<file path="config.mk">
export PLATFORM = sky130hd
export DESIGN_NAME = fifo_uart_tx
export DESIGN_NICKNAME = d
export VERILOG_FILES = /design/src/rtl/fifo_uart_pkg.sv /design/src/rtl/uart_baud_gen.sv /design/src/rtl/fifo_uart_tx.sv
export SDC_FILE = /design/constraint.sdc
export NUM_CORES = 1
export LEC_CHECK = 0
export CAP_MARGIN = 25
export CORE_MARGIN = 2
export CORE_UTILIZATION = 55
export CTS_CLUSTER_DIAMETER = 100
export CTS_CLUSTER_SIZE = 25
export DETAILED_ROUTE_END_ITERATION = 16
export PLACE_DENSITY = 0.93
export RECOVER_POWER = 25
export REMOVE_ABC_BUFFERS = 1
export SLEW_MARGIN = 0
export SYNTH_ARGS = -nofsm -noshare
export SYNTH_HDL_FRONTEND = slang
export SYNTH_HIERARCHICAL = 1
export SYNTH_SLANG_ARGS = --single-unit
</file>
<file path="constraint.sdc">
create_clock -name clk -period 4.2 [get_ports clk]
set_clock_uncertainty 0.15 [all_clocks]
set_input_delay 1.05 -clock clk [delete_from_list [all_inputs] [get_ports clk]]
set_output_delay 1.05 -clock clk [all_outputs]
set_load 0.02 [all_outputs]
</file>
<file path="src/rtl/fifo_uart_pkg.sv">
// Shared definitions for the FIFO-fed UART transmitter: state encoding,
// frame geometry and the default bit period.
package fifo_uart_pkg;
  localparam int CLKS_PER_BIT_DEF = 16;
  localparam int DATA_BITS        = 8;
  localparam int BIT_IDX_W        = $clog2(DATA_BITS);

  typedef enum logic [2:0] {
    ST_IDLE  = 3'd0,
    ST_READ  = 3'd1,
    ST_LOAD  = 3'd2,
    ST_START = 3'd3,
    ST_DATA  = 3'd4,
    ST_STOP  = 3'd5
  } state_t;
endpackage

</file>
<file path="src/rtl/uart_baud_gen.sv">
// Bit-period counter: counts 0..CLKS_PER_BIT-1 and raises a registered
// bit_tick during the last cycle of every bit period.
module uart_baud_gen
  import fifo_uart_pkg::*;
#(
  parameter int CLKS_PER_BIT = CLKS_PER_BIT_DEF
) (
  input  logic clk,
  input  logic reset,
  input  logic clear,
  output logic bit_tick
);
  localparam int CNT_W = (CLKS_PER_BIT > 1) ? $clog2(CLKS_PER_BIT) : 1;
  localparam logic [CNT_W-1:0] PRE_LAST = CNT_W'(CLKS_PER_BIT - 2);

  logic [CNT_W-1:0] cnt;

  // bit_tick is set one cycle ahead so it is high exactly while cnt is at its last value
  always_ff @(posedge clk) begin
    if (reset || clear) begin
      cnt      <= '0;
      bit_tick <= 1'b0;
    end else if (bit_tick) begin
      cnt      <= '0;
      bit_tick <= 1'b0;
    end else begin
      cnt      <= cnt + 1'b1;
      bit_tick <= (cnt == PRE_LAST);
    end
  end
endmodule

</file>
<file path="src/rtl/fifo_uart_tx.sv">
// UART transmitter that pops one byte per frame from a synchronous FIFO
// and sends it 8N1, LSB first.
module fifo_uart_tx
  import fifo_uart_pkg::*;
#(
  parameter int CLKS_PER_BIT = CLKS_PER_BIT_DEF
) (
  input  logic                 clk,
  input  logic                 reset,
  input  logic                 tx_en,
  input  logic                 fifo_empty,
  input  logic [DATA_BITS-1:0] fifo_data,
  output logic                 fifo_read_en,
  output logic                 tx,
  output logic                 busy,
  output logic                 frame_done
);
  state_t                 state, state_nxt;
  logic [DATA_BITS-1:0]   shift_reg, shift_nxt;
  logic [BIT_IDX_W-1:0]   bit_idx, bit_idx_nxt;
  logic                   bit_tick;
  logic                   baud_clear;

  // Hold the counter at zero until the frame starts so START gets a full period
  assign baud_clear = (state == ST_IDLE) || (state == ST_READ) || (state == ST_LOAD);

  uart_baud_gen #(.CLKS_PER_BIT(CLKS_PER_BIT)) u_baud (
    .clk      (clk),
    .reset    (reset),
    .clear    (baud_clear),
    .bit_tick (bit_tick)
  );

  always_comb begin
    state_nxt   = state;
    shift_nxt   = shift_reg;
    bit_idx_nxt = bit_idx;
    case (state)
      ST_IDLE:  if (tx_en && !fifo_empty) state_nxt = ST_READ;
      ST_READ:  state_nxt = ST_LOAD;
      ST_LOAD: begin
        shift_nxt   = fifo_data;
        bit_idx_nxt = '0;
        state_nxt   = ST_START;
      end
      ST_START: if (bit_tick) state_nxt = ST_DATA;
      ST_DATA: if (bit_tick) begin
        shift_nxt   = shift_reg >> 1;
        bit_idx_nxt = bit_idx + 1'b1;
        if (bit_idx == BIT_IDX_W'(DATA_BITS - 1)) state_nxt = ST_STOP;
      end
      ST_STOP:  if (bit_tick) state_nxt = ST_IDLE;
      default:  state_nxt = ST_IDLE;
    endcase
  end

  // Outputs are decoded from next-state values so they line up with the state they describe
  always_ff @(posedge clk) begin
    if (reset) begin
      state        <= ST_IDLE;
      shift_reg    <= '0;
      bit_idx      <= '0;
      tx           <= 1'b1;
      busy         <= 1'b0;
      fifo_read_en <= 1'b0;
    end else begin
      state        <= state_nxt;
      shift_reg    <= shift_nxt;
      bit_idx      <= bit_idx_nxt;
      tx           <= (state_nxt == ST_START) ? 1'b0 :
                      (state_nxt == ST_DATA)  ? shift_nxt[0] : 1'b1;
      busy         <= (state_nxt != ST_IDLE);
      fifo_read_en <= (state_nxt == ST_READ);
    end
  end

  assign frame_done = (state == ST_STOP) && bit_tick;
endmodule

</file>
### After elaboration in Yosys (flattened, before gate mapping)

Cells that the tools add are included.

* RAM bits: 0
* bits in registers: 22
* ROM bits: 0
* bits in latches: 0
* input port bits: 12
* output and inout port bits: 4
* memories: 0

* div/mod/pow operators: 0
* reductions and logical operators: 11
* equal/unequal tests: 11
* add/sub/neg operators: 2
* muxes and demuxes: 12
* $lt $le $gt $ge: 0
* shifts and indexed selects: 0
* bitwise gates (word level): 0
* multiply operators: 0

Operators with widths (count)
* $mux 3: 6
* $pmux 3 s6: 1
* $pmux 8 s2: 1
* $eq 3x3->1 const B: 4
* $eq 3x2->1 const B: 3
* $mux 8: 1
* $eq 3x1->1 const B: 2
* $pmux 3 s2: 1
* $add 4x1->4 const B: 1
* $eq 4x4->1 const B: 1
* $add 3x1->3 const B: 1
* $logic_not 3->1: 1
* $logic_or 1x1->1: 3
* $reduce_bool 3->1: 1
* $logic_and 1x1->1: 2
* $mux 1: 2
* $ne 2x1->1 const B: 1
* $reduce_and 2->1: 1
* $reduce_bool 2->1: 1
* $reduce_or 2->1: 1
* $logic_not 1->1: 1

### Logic depth before layout (Yosys ltp)

Gate-level depths: netlist (run 1).

* depth after elaboration: 7
* gate-level depth with buffers: 6
* mapped depth without buffers: 6

### Modules after synthesis

Netlist (run 1), hierarchy kept.

By module, submodules not included
* fifo_uart_tx: times used 1, cells each 83, area an instance 810.8 sq um, sequential area each 340.3 sq um
* uart_baud_gen: times used 1, cells each 19, area an instance 200.2 sq um, sequential area each 100.1 sq um

### Worst setup path after synthesis (run 1)

OpenSTA, ideal clock, no wires.

* kind: flip-flop to output port
* start: reg state[2]
* end: out frame_done
* arrival: 0.824 ns
* slack: 2.176 ns
* path buffers: 1
* stages on the path, launching flop included: 3
* data required time: 3.000 ns
* cell sequence: dfxtp_1 buf_2 and4_1

* longest elaborated chain between the ends: 2

Ends and longest elaborated chain
* start, declared: RTL line fifo_uart_tx.sv:18 `state_t state, state_nxt;`
* start signal, assigned: RTL line fifo_uart_tx.sv:67 `state <= state_nxt;`
* $eq 3x3->1: RTL line fifo_uart_tx.sv:77 `assign frame_done = (state == ST_STOP) && bit_tick;`
* $logic_and 1x1->1: RTL line fifo_uart_tx.sv:77
* end, declared: RTL line fifo_uart_tx.sv:16 `output logic frame_done`

No other way between the ends.

### Worst setup path after layout (run 1)

* start: reg state[0]
* end: out frame_done

Same word-level chain as after synthesis.

==> results of run 1 <==
worst paths after layout:
kind,start,end,slack [ns],cells past startpoint
worst min-delay path,u_baud/cnt[3]$_SDFF_PP0_,u_baud/bit_tick$_SDFF_PP0_,0.32,2
worst max register to register,state[0]$_SDFF_PP0_,busy$_SDFF_PP0_,2.29,4
worst min register to register,u_baud/cnt[3]$_SDFF_PP0_,u_baud/bit_tick$_SDFF_PP0_,0.32,2
worst max-delay path,state[0]$_SDFF_PP0_,frame_done,1.14,2
kinds of logic (layout without fill, tap and decap cells):
group	Yosys count	after routing	synth area share, %
AO/OA/AOI/OAI	26	26	19.4
XOR/XNOR	1	1	0.866
adder cells (fa/ha/maj)	4	4	4.95
buffers and inverters	6	22	3.46
flip-flops	22	22	43.6
multiplexers	2	2	2.10
AND/OR/NAND/NOR	41	41	25.6
through the flow:
| step | instances | utilization [%] | instance area (um2) | total power [mW] |
|---|---|---|---|---|
| after floorplan | 98 | - | 983 | 0.252 |
| after global placement | 139 | 67.9 | 1170 | 0.272 |
| after detailed placement | 139 | 67.9 | 1170 | 0.275 |
| after CTS | 143 | 70.9 | 1220 | 0.431 |
| after global routing | 143 | 70.7 | 1220 | 0.445 |
| final | 143 | 70.7 | 1220 | 0.430 |
report_power, final:
part | switching, mW | internal [mW] | leakage (nW)
combinational | 0.0213 | 0.0242 | 0.230
clock | 0.0636 | 0.0964 | 0.0279
sequential | 0.00801 | 0.216 | 0.179
total | 0.0930 | 0.337 | 0.436
cell type report:
class / instances / area share, %
clock buffers: 3 / 1.84
clock inverters: 1 / 2.46
inverters: 2 / 0.615
multi-input cells: 74 / 43.5
flip-flops and latches: 22 / 36.1
well taps: 25 / 2.56
repair buffers: 16 / 12.9
placed cells by master (no fill, tap or decap), types with 2 or more instances in the layout:
cell and n:
a21oi_1 11, a22oi_1 9, clkbuf_4 3, clkdlybuf4s50_1 14, dfxtp_1 22, ha_1 4
inv_1 2, nand2_1 9, nand2b_1 2, nand3_1 2, nor2_1 11, nor2b_1 2
nor4b_1 2
worst max-delay path: stages, from the launching register on:
cell and delay (ns):
dfxtp_1 0.70, and4_1 0.26, clkdlybuf4s50_1 0.60
per-layer routing:
metal	track usage, %	up-vias
met3	2.31	2
met5	0	-
met4	8.33	0
met2	38.1	16
li1	-	404
met1	22.6	392
==> summary.md, run 1 <==
| Metric | Value |
|---|---|
| Synth cell count leaders | `dfxtp_1 (22), nor2_1 (11), a21oi_1 (10)` |
| Largest net degree at the start of global routing | `19` |
| Synth Flop Type | `dfxtp_1` |
| Slew Viols, Final | `0` |
| Top sig layer | `met4` |
| GRT Resource Usage Total | `20.2%` |
| Worst-skew pair later-pin latency | `0.30 ns` |
| Final GP Congestion | `0.756` |
| Area occupied by multi-input gates | `532 um2` |
| DR vias/cell | `5.69` |
| Post-DRT Antenna Nets | `0` |
| Cell count after synthesis | `102` |
| Via count | `814` |
| FF/Latch Area | `440 um2` |
| WL met1 | `816 um` |
| Vias in the first global route | `779` |
| Synth top area share | `43.6%` |
| Final hold violations | `0` |
| Initial antenna violation count | `0` |
| Fmax | `327 MHz` |
| Routed WL per cell | `14.0 um` |
| Clock slew at reported path FFs | `0.13 ns` |
| First-pass DRT Iterations | `4` |
| Filler cells | `133` |
| # port buffers | `15` |
| Overflow after GRT | `0` |
| Drt total wl | `2000 um` |
| Min-Delay Path Class | `flop to flop` |
| Worst IR Drop VDD | `0.000269 V` |
| Status | `finished clean` |
| Syn Area/Cell | `9.91 um2` |
| First-pass GRT wire length | `3140 um` |
| DR iter-0 viols | `12` |
| Setup crit start kind | `flop` |
| CP max FO | `14` |
| Die Wd | `46.9 um` |
| TritonCTS clock tree | `done` |
| Largest area contributor in the netlist | `dfxtp_1` |
| Post-route clock period utilization | `72.8%` |
| MaxCap Viol Count | `0` |
| Least-Margin Pin Slew | `0.665 ns` |
| Leak | `0.436 nW` |
| # IOs | `16` |
| Post-CTS Hold Buffers | `0` |
| WS Path Type | `flop to primary output` |
| DRC viols | `0` |
| Post-DP HPWL | `1400 um` |
| Worst endpoint required time | `3.00 ns` |
| Routed wl met3 | `70 um` |
| CORE AREA | `0.00173 mm2` |
| Longest Clk Path Bufs | `2` |
| Setup tns final | `0 ns` |
| Worst setup margin | `1.14 ns` |
| Layout cells sized above 1 | `12.7%` |
| Starting density of the core | `58.6%` |
| Yosys cell types | `38` |
| Ant. Diodes | `0` |
| Pre-CTS setup slack | `1.36 ns` |
| EDFF count, synth | `0` |
| CTS buffer count | `3` |
| Most frequent cell after synthesis | `dfxtp_1` |
| Most area-consuming cells after synthesis | `dfxtp_1 (44%), a22oi_1 (6.7%), a21oi_1 (5.0%), ha_1 (5.0%), nor2_1 (4.1%)` |
| Critical path endpoint category | `primary output` |
| H-tree Lvls | `1` |
| Area Overhead vs Synth | `20.8%` |
| Minimum clock period | `3.06 ns` |
| Post_cts resized | `0` |
| CTS Root Buffer Type | `clkbuf_4` |
| RSZ-0062 raised after global routing | `no` |
| Max reg flops | `8` |
| Post-CTS Setup Bufs | `0` |
| Rows | `15` |
| Post-Syn Area | `0.00101 mm2` |
| Die area | `0.00220 mm2` |
| Synth Warn # | `6` |
| Register area share after synthesis | `43.6%` |
| Seq cells post-synth | `22` |
| Fraction of registers with async set/reset | `0%` |
| Final setup viols | `0` |
| Clk sinks | `22` |
| NumNets Final | `135` |
| Die H | `46.9 um` |
| Hold_ws | `0.323 ns` |
| Critical Path AT | `1.86 ns` |
| Pwr dens | `352 mW/mm2` |
| Relative slew slack | `55.5%` |
| Met2 WL post-DR | `1100 um` |
No activity file was read; power rests on OpenSTA's default activity.
==> inputs of run 2 (changes only) <==
- CORE_UTILIZATION: 55 -> 46
- PLACE_DENSITY: 0.93 -> 0.84
- clock period: 4.2 -> 2.7 ns (I/O delays scaled with it)
==> run 2 against run 1 <==
  * Utilization down 11 points
  * Sequential share of layout area up 0.26 points
  * Final cell count up 3.5%
  * Critical endpoint unchanged
  * Largest power group unchanged
==> summary.md, run 2 (synthesis gave the netlist of run 1 again) <==
| Metric | Value |
|---|---|
| Status | `finished clean` |
| Final setup viols | `0 (unchanged)` |
| Sequential Power Share | `57.8% (+5.6 points)` |
| CTS Root Buffer Type | `clkbuf_4` |
| Crit. Startpoint | `u_baud/bit_tick$_SDFF_PP0_` |
| TritonCTS clock tree | `done` |
| Slew Viols, Final | `0 (unchanged)` |
| Layer with the highest usage | `met2` |
| Die Wd | `50.9 um (+8.5%)` |
| RSZ-0062 raised after global routing | `no` |
| Minimum clock period | `2.51 ns` |
| Pwr dens | `491 mW/mm2 (+39%)` |
| Least-Margin Pin Slew | `0.665 ns (-0.000643 ns)` |
| DRC viols | `0 (unchanged)` |
| CP max FO | `12 (-2)` |
| Fmax | `398 MHz` |
| Comb power frac | `12.5% (+1.9 points)` |
| Pint | `0.457 mW (+36%)` |
| GRT Resource Usage Total | `15.4% (-4.7 points)` |
| DR iter-0 viols | `4 (-8)` |
| # IOs | `16 (unchanged)` |
| Net switching power | `0.138 mW (+49%)` |
| Hold_sp | `shift_reg[2]$_SDFFE_PP0P_` |
| Clk sinks | `22 (unchanged)` |
| Max reg flops | `8 (unchanged)` |
| Min-Delay Path Class | `flop to flop` |
| Routed WL per cell | `12.2 um (-12%)` |
| Drt total wl | `1810 um (-9.3%)` |
| Met3 Resource Use GR | `2.34% (+0.031 points)` |
| Ant. Diodes | `0 (unchanged)` |
| Area Overhead vs Synth | `19.9%` |
| CORE AREA | `0.00202 mm2 (+17%)` |
| Largest net degree at the start of global routing | `14 (-5)` |
| Met2 Use GR | `28.1% (-10 points)` |
| Setup crit start kind | `flop` |
| CTS buffer count | `3 (unchanged)` |
| WS Path Type | `flop to primary output` |
| Longest Clk Path Bufs | `2 (unchanged)` |
| Final GP Congestion | `0.852 (+13%)` |
| Die H | `50.9 um (+8.5%)` |
| Sw Share | `23.2% (+1.6 points)` |
| Relative slew slack | `54.5% (-0.96 points)` |
| Setup tns final | `0 ns (unchanged)` |
| H-tree Lvls | `1 (unchanged)` |
| Final hold violations | `0 (unchanged)` |
| First-pass GRT wire length | `3070 um (-2.2%)` |
| Starting density of the core | `50.0% (-8.6 points)` |
| Met1 usage | `16.7% (-5.9 points)` |
| Post_cts resized | `0 (unchanged)` |
| Die area | `0.00259 mm2 (+18%)` |
| Layout cells sized above 1 | `12.4% (-0.32 points)` |
| Commonest non-fill, non-tap cell in the layout | `dfxtp_1` |
| Post-DRT Antenna Nets | `0 (unchanged)` |
| # port buffers | `15 (unchanged)` |
| Vias in the first global route | `779 (unchanged)` |
| Clock slew at reported path FFs | `0.12 ns (about the same)` |
| Worst IR Drop VDD | `0.000424 V (+58%)` |
| Clock Power Share | `29.7% (-7.5 points)` |
| Most frequent cells in the layout | `dfxtp_1 (22), clkdlybuf4s50_1 (14), nor2_1 (11)` |
| Leak | `0.436 nW (about the same)` |
| MaxCap Viol Count | `0 (unchanged)` |
| Post-route clock period utilization | `93.0%` |
| Critical path endpoint category | `primary output` |
| Worst-skew pair later-pin latency | `0.30 ns (about the same)` |
| Post-CTS Setup Bufs | `0 (unchanged)` |
| Post-DP HPWL | `1350 um (-3.5%)` |
| R2R Path Start | `state[0]$_SDFF_PP0_` |
| Critical Path AT | `1.69 ns (-0.17 ns)` |
| Worst endpoint required time | `1.88 ns (-1.12 ns)` |
| NumNets Final | `138 (+2.2%)` |
| Overflow after GRT | `0 (unchanged)` |
| Post-CTS Hold Buffers | `0 (unchanged)` |
| Via count | `801 (-1.6%)` |
| DR vias/cell | `5.41 (-4.9%)` |
| Initial antenna violation count | `0 (unchanged)` |
| First-pass DRT Iterations | `4 (unchanged)` |
| Final Util | `60.0% (-11 points)` |
| Rows | `16 (+1)` |
==> run 2: area by class of cell <==
| cell class | count | area (um2) |
|---|---|---|
| sequential | 22 | 440 |
| multi-input combinational | 74 | 518 |
| fill | 168 | 810 |
| timing repair buffer | 19 | 176 |
| inverter | 2 | 7.51 |
| tap | 27 | 33.8 |
| clock buffer | 4 | 36.3 |
==> run 2: worst paths after layout <==
path                                                   to  slack (ns)  cells past startpoint
worst max register to register              tx$_SDFF_PP1_        0.91                      5
worst min register to register  shift_reg[2]$_SDFFE_PP0P_        0.32                      2
worst max-delay path                           frame_done        0.19                      2
worst min-delay path            shift_reg[2]$_SDFFE_PP0P_        0.32                      2
==> run 2: worst max-delay path, stage by stage (launching register included) <==
cell             delay (ns)
dfxtp_1                0.55
and4_1                 0.25
clkdlybuf4s50_1        0.60
==> run 2: through the flow <==
step	hold slack, ns	power, mW	setup WS, ns	area [um2]	instances
final	0.317	0.595	0.189	1210	148
after global routing	0.351	0.620	0.0769	1210	148
after CTS	0.318	0.606	0.166	1230	148
after detailed placement	0.301	0.430	0.516	1200	144
after global placement	0.291	0.427	0.537	1200	144
after floorplan	0.280	0.391	0.467	983	98
==> run 2: metal layers <==
layer  wire length, um  share of wire [%]  vias to the layer above
met5                 0                  0                        -
met4                29                1.6                        0
met3                73                4.0                        4
met2               889                 49                       22
met1               818                 45                      363
li1                  -                  -                      412
==> run 2: power by group through the flow <==
| stage | registers (mW) | clock network [mW] | logic [mW] |
|---|---|---|---|
| after floorplan | 0.357 | 0 | 0.0341 |
| after global placement | 0.351 | 0 | 0.0759 |
| after detailed placement | 0.351 | 0 | 0.0784 |
| after CTS | 0.344 | 0.183 | 0.0785 |
| after global routing | 0.345 | 0.194 | 0.0812 |
| final | 0.344 | 0.177 | 0.0744 |
==> inputs of run 3 (changes only) <==
- ABC_CLOCK_PERIOD_IN_PS: not set -> 2700
- CORE_MARGIN: 2 -> not set
- PLACE_DENSITY: 0.84 -> 0.75
==> run 3 against run 2 <==
  * Hold slack worse by 0.0022 ns
  * Maximum frequency up 1.1%
  * Combinational power up 2.8%
  * Flip-flop and latch count unchanged
  * Clock-buffer cell count down 1
  * Critical endpoint unchanged
  * Largest cell class unchanged
==> summary.md, run 3 (synthesis gave the netlist of run 1 again) <==
| Metric | Value |
|---|---|
| Status | `finished clean` |
| GRT Resource Usage Total | `17.8% (+2.4 points)` |
| Worst-skew pair later-pin latency | `0.30 ns (about the same)` |
| Die area | `0.00239 mm2 (-7.7%)` |
| Critical-path cell list | `inv_1 > and4_1 > clkdlybuf4s50_1` |
| First-pass DRT Iterations | `5 (+1)` |
| Worst hold stages | `2 (unchanged)` |
| Longest Clk Path Bufs | `2 (unchanged)` |
| MaxCap Viol Count | `0 (unchanged)` |
| Final hold violations | `0 (unchanged)` |
| DR iter-0 viols | `16 (+12)` |
| Post-DP Area | `0.00121 mm2 (+1.3%)` |
| CORE AREA | `0.00202 mm2 (unchanged)` |
| Post-route clock period utilization | `92.0% (-0.99 points)` |
| Most frequent cells in the layout | `dfxtp_1 (22), clkdlybuf4s50_1 (14), nor2_1 (11)` |
| CTS buffer count | `3 (unchanged)` |
| Ant. Diodes | `0 (unchanged)` |
| Final Power | `0.666 mW (+12%)` |
| Pre-CTS setup slack | `0.542 ns (+0.0261 ns)` |
| Critical path endpoint category | `primary output` |
| Worst reg2reg path depth | `6 (+1)` |
| Final Cell Area | `0.00124 mm2 (+2.6%)` |
| # IOs | `16 (unchanged)` |
| Delay of the slowest critical-path stage | `0.53 ns (-0.07 ns)` |
| Worst IR Drop VDD | `0.000362 V (-15%)` |
| Worst endpoint required time | `1.88 ns (about the same)` |
| Minimum clock period | `2.48 ns (-0.0267 ns)` |
| Setup crit start kind | `flop` |
| Least-Margin Pin Slew | `0.748 ns (+0.0828 ns)` |
| Largest net degree at the start of global routing | `14 (unchanged)` |
| Critical Path AT | `1.66 ns (-0.03 ns)` |
| Setup tns final | `0 ns (unchanged)` |
| Vias in the first global route | `776 (-0.39%)` |
| # port buffers | `15 (unchanged)` |
| Commonest non-fill, non-tap cell in the layout | `dfxtp_1` |
| Post-DP HPWL | `1430 um (+5.7%)` |
| Fmax | `402 MHz (+1.1%)` |
| Overflow after GRT | `0 (unchanged)` |
| Starting density of the core | `50.0% (unchanged)` |
| Final std cells w/o fill | `150 (+1.4%)` |
| Rows | `16 (unchanged)` |
| Leak | `0.453 nW (+3.8%)` |
| Final Util | `61.5% (+1.5 points)` |
| Pwr dens | `536 mW/mm2 (+9.1%)` |
| Die Wd | `48.9 um (-3.9%)` |
| Via count | `818 (+2.1%)` |
| Initial antenna violation count | `0 (unchanged)` |
| Die H | `48.9 um (-3.9%)` |
| Relative slew slack | `48.9% (-5.7 points)` |
| TritonCTS clock tree | `done` |
| CTS Root Buffer Type | `clkbuf_4` |
| Hold_ws | `0.315 ns (-0.00216 ns)` |
| Critical path's slowest cell | `clkdlybuf4s50_1` |
| Final GP Congestion | `0.833 (-2.2%)` |
| Area occupied by multi-input gates | `518 um2 (unchanged)` |
| Post-CTS Setup Bufs | `0 (unchanged)` |
| Inst Count DP | `146 (+1.4%)` |
| Clock slew at reported path FFs | `0.12 ns (about the same)` |
| DRC viols | `0 (unchanged)` |
| Post-CTS Hold Buffers | `0 (unchanged)` |
| FF/Latch Area | `440 um2 (unchanged)` |
| Area Overhead vs Synth | `23.0%` |
| Max reg flops | `8 (unchanged)` |
| Post-DRT Antenna Nets | `0 (unchanged)` |
| Min-Delay Path Class | `flop to flop` |
| Layout cells sized above 1 | `13.8% (+1.4 points)` |
| Worst setup margin | `0.215 ns (+0.0267 ns)` |
| H-tree Lvls | `1 (unchanged)` |
| WS Path Type | `flop to primary output` |
| First-pass GRT wire length | `3420 um (+11%)` |
| Routed WL per cell | `12.8 um (+4.2%)` |
| Slew Viols, Final | `0 (unchanged)` |
| CP max FO | `9 (-3)` |
| Drt total wl | `1910 um (+5.6%)` |
| DR vias/cell | `5.45 (+0.76%)` |
| Post_cts resized | `0 (unchanged)` |
| RSZ-0062 raised after global routing | `no` |
| NumNets Final | `140 (+1.4%)` |
| Final setup viols | `0 (unchanged)` |
| Clk sinks | `22 (unchanged)` |
| Filler cells | `170 (+1.2%)` |
[run 3: changes by cell type in the layout (fill, tap and decap cells not counted)]
cell	change
clkbuf_8	-1
bufinv_16	+1
buf_4	+2
[run 3: path summary, 6_finish.rpt]
| path | from | end | slack [ns] |
|---|---|---|---|
| max | state[1]$_SDFF_PP0_ | frame_done | 0.22 |
| min | shift_reg[4]$_SDFFE_PP0P_ | shift_reg[4]$_SDFFE_PP0P_ | 0.31 |
| max reg2reg | state[2]$_SDFF_PP0_ | bit_idx[1]$_SDFFE_PP0P_ | 0.84 |
| min reg2reg | shift_reg[4]$_SDFFE_PP0P_ | shift_reg[4]$_SDFFE_PP0P_ | 0.31 |
[run 3: area by class of cell]
class,count,share of cell area [%]
multi-input cells,74,41.7
flip-flops and latches,22,35.4
repair buffers,21,15.4
well taps,27,2.72
clock inverters,1,2.41
clock buffers,3,1.81
inverters,2,0.604
[run 3: power breakdown]
group | switching (mW) | leakage [nW] | internal (mW)
registers | 0.00744 | 0.179 | 0.336
logic | 0.0367 | 0.246 | 0.0397
clock network | 0.0959 | 0.0279 | 0.150
[run 3: worst max-delay path: cells and delay by family (launching register included)]
kind	cells	cell delay [ns]
buffers and inverters	2	0.65
flip-flops	1	0.51
AND/OR/NAND/NOR	1	0.21
[run 3: routing by layer]
layer | vias to the layer above | GRT usage [%] | wire length [um]
met5 | - | 0 | 0
met4 | 0 | 4.41 | 0
met3 | 0 | 2.80 | 59
met2 | 16 | 30.6 | 962
met1 | 389 | 23.2 | 892
li1 | 413 | - | -
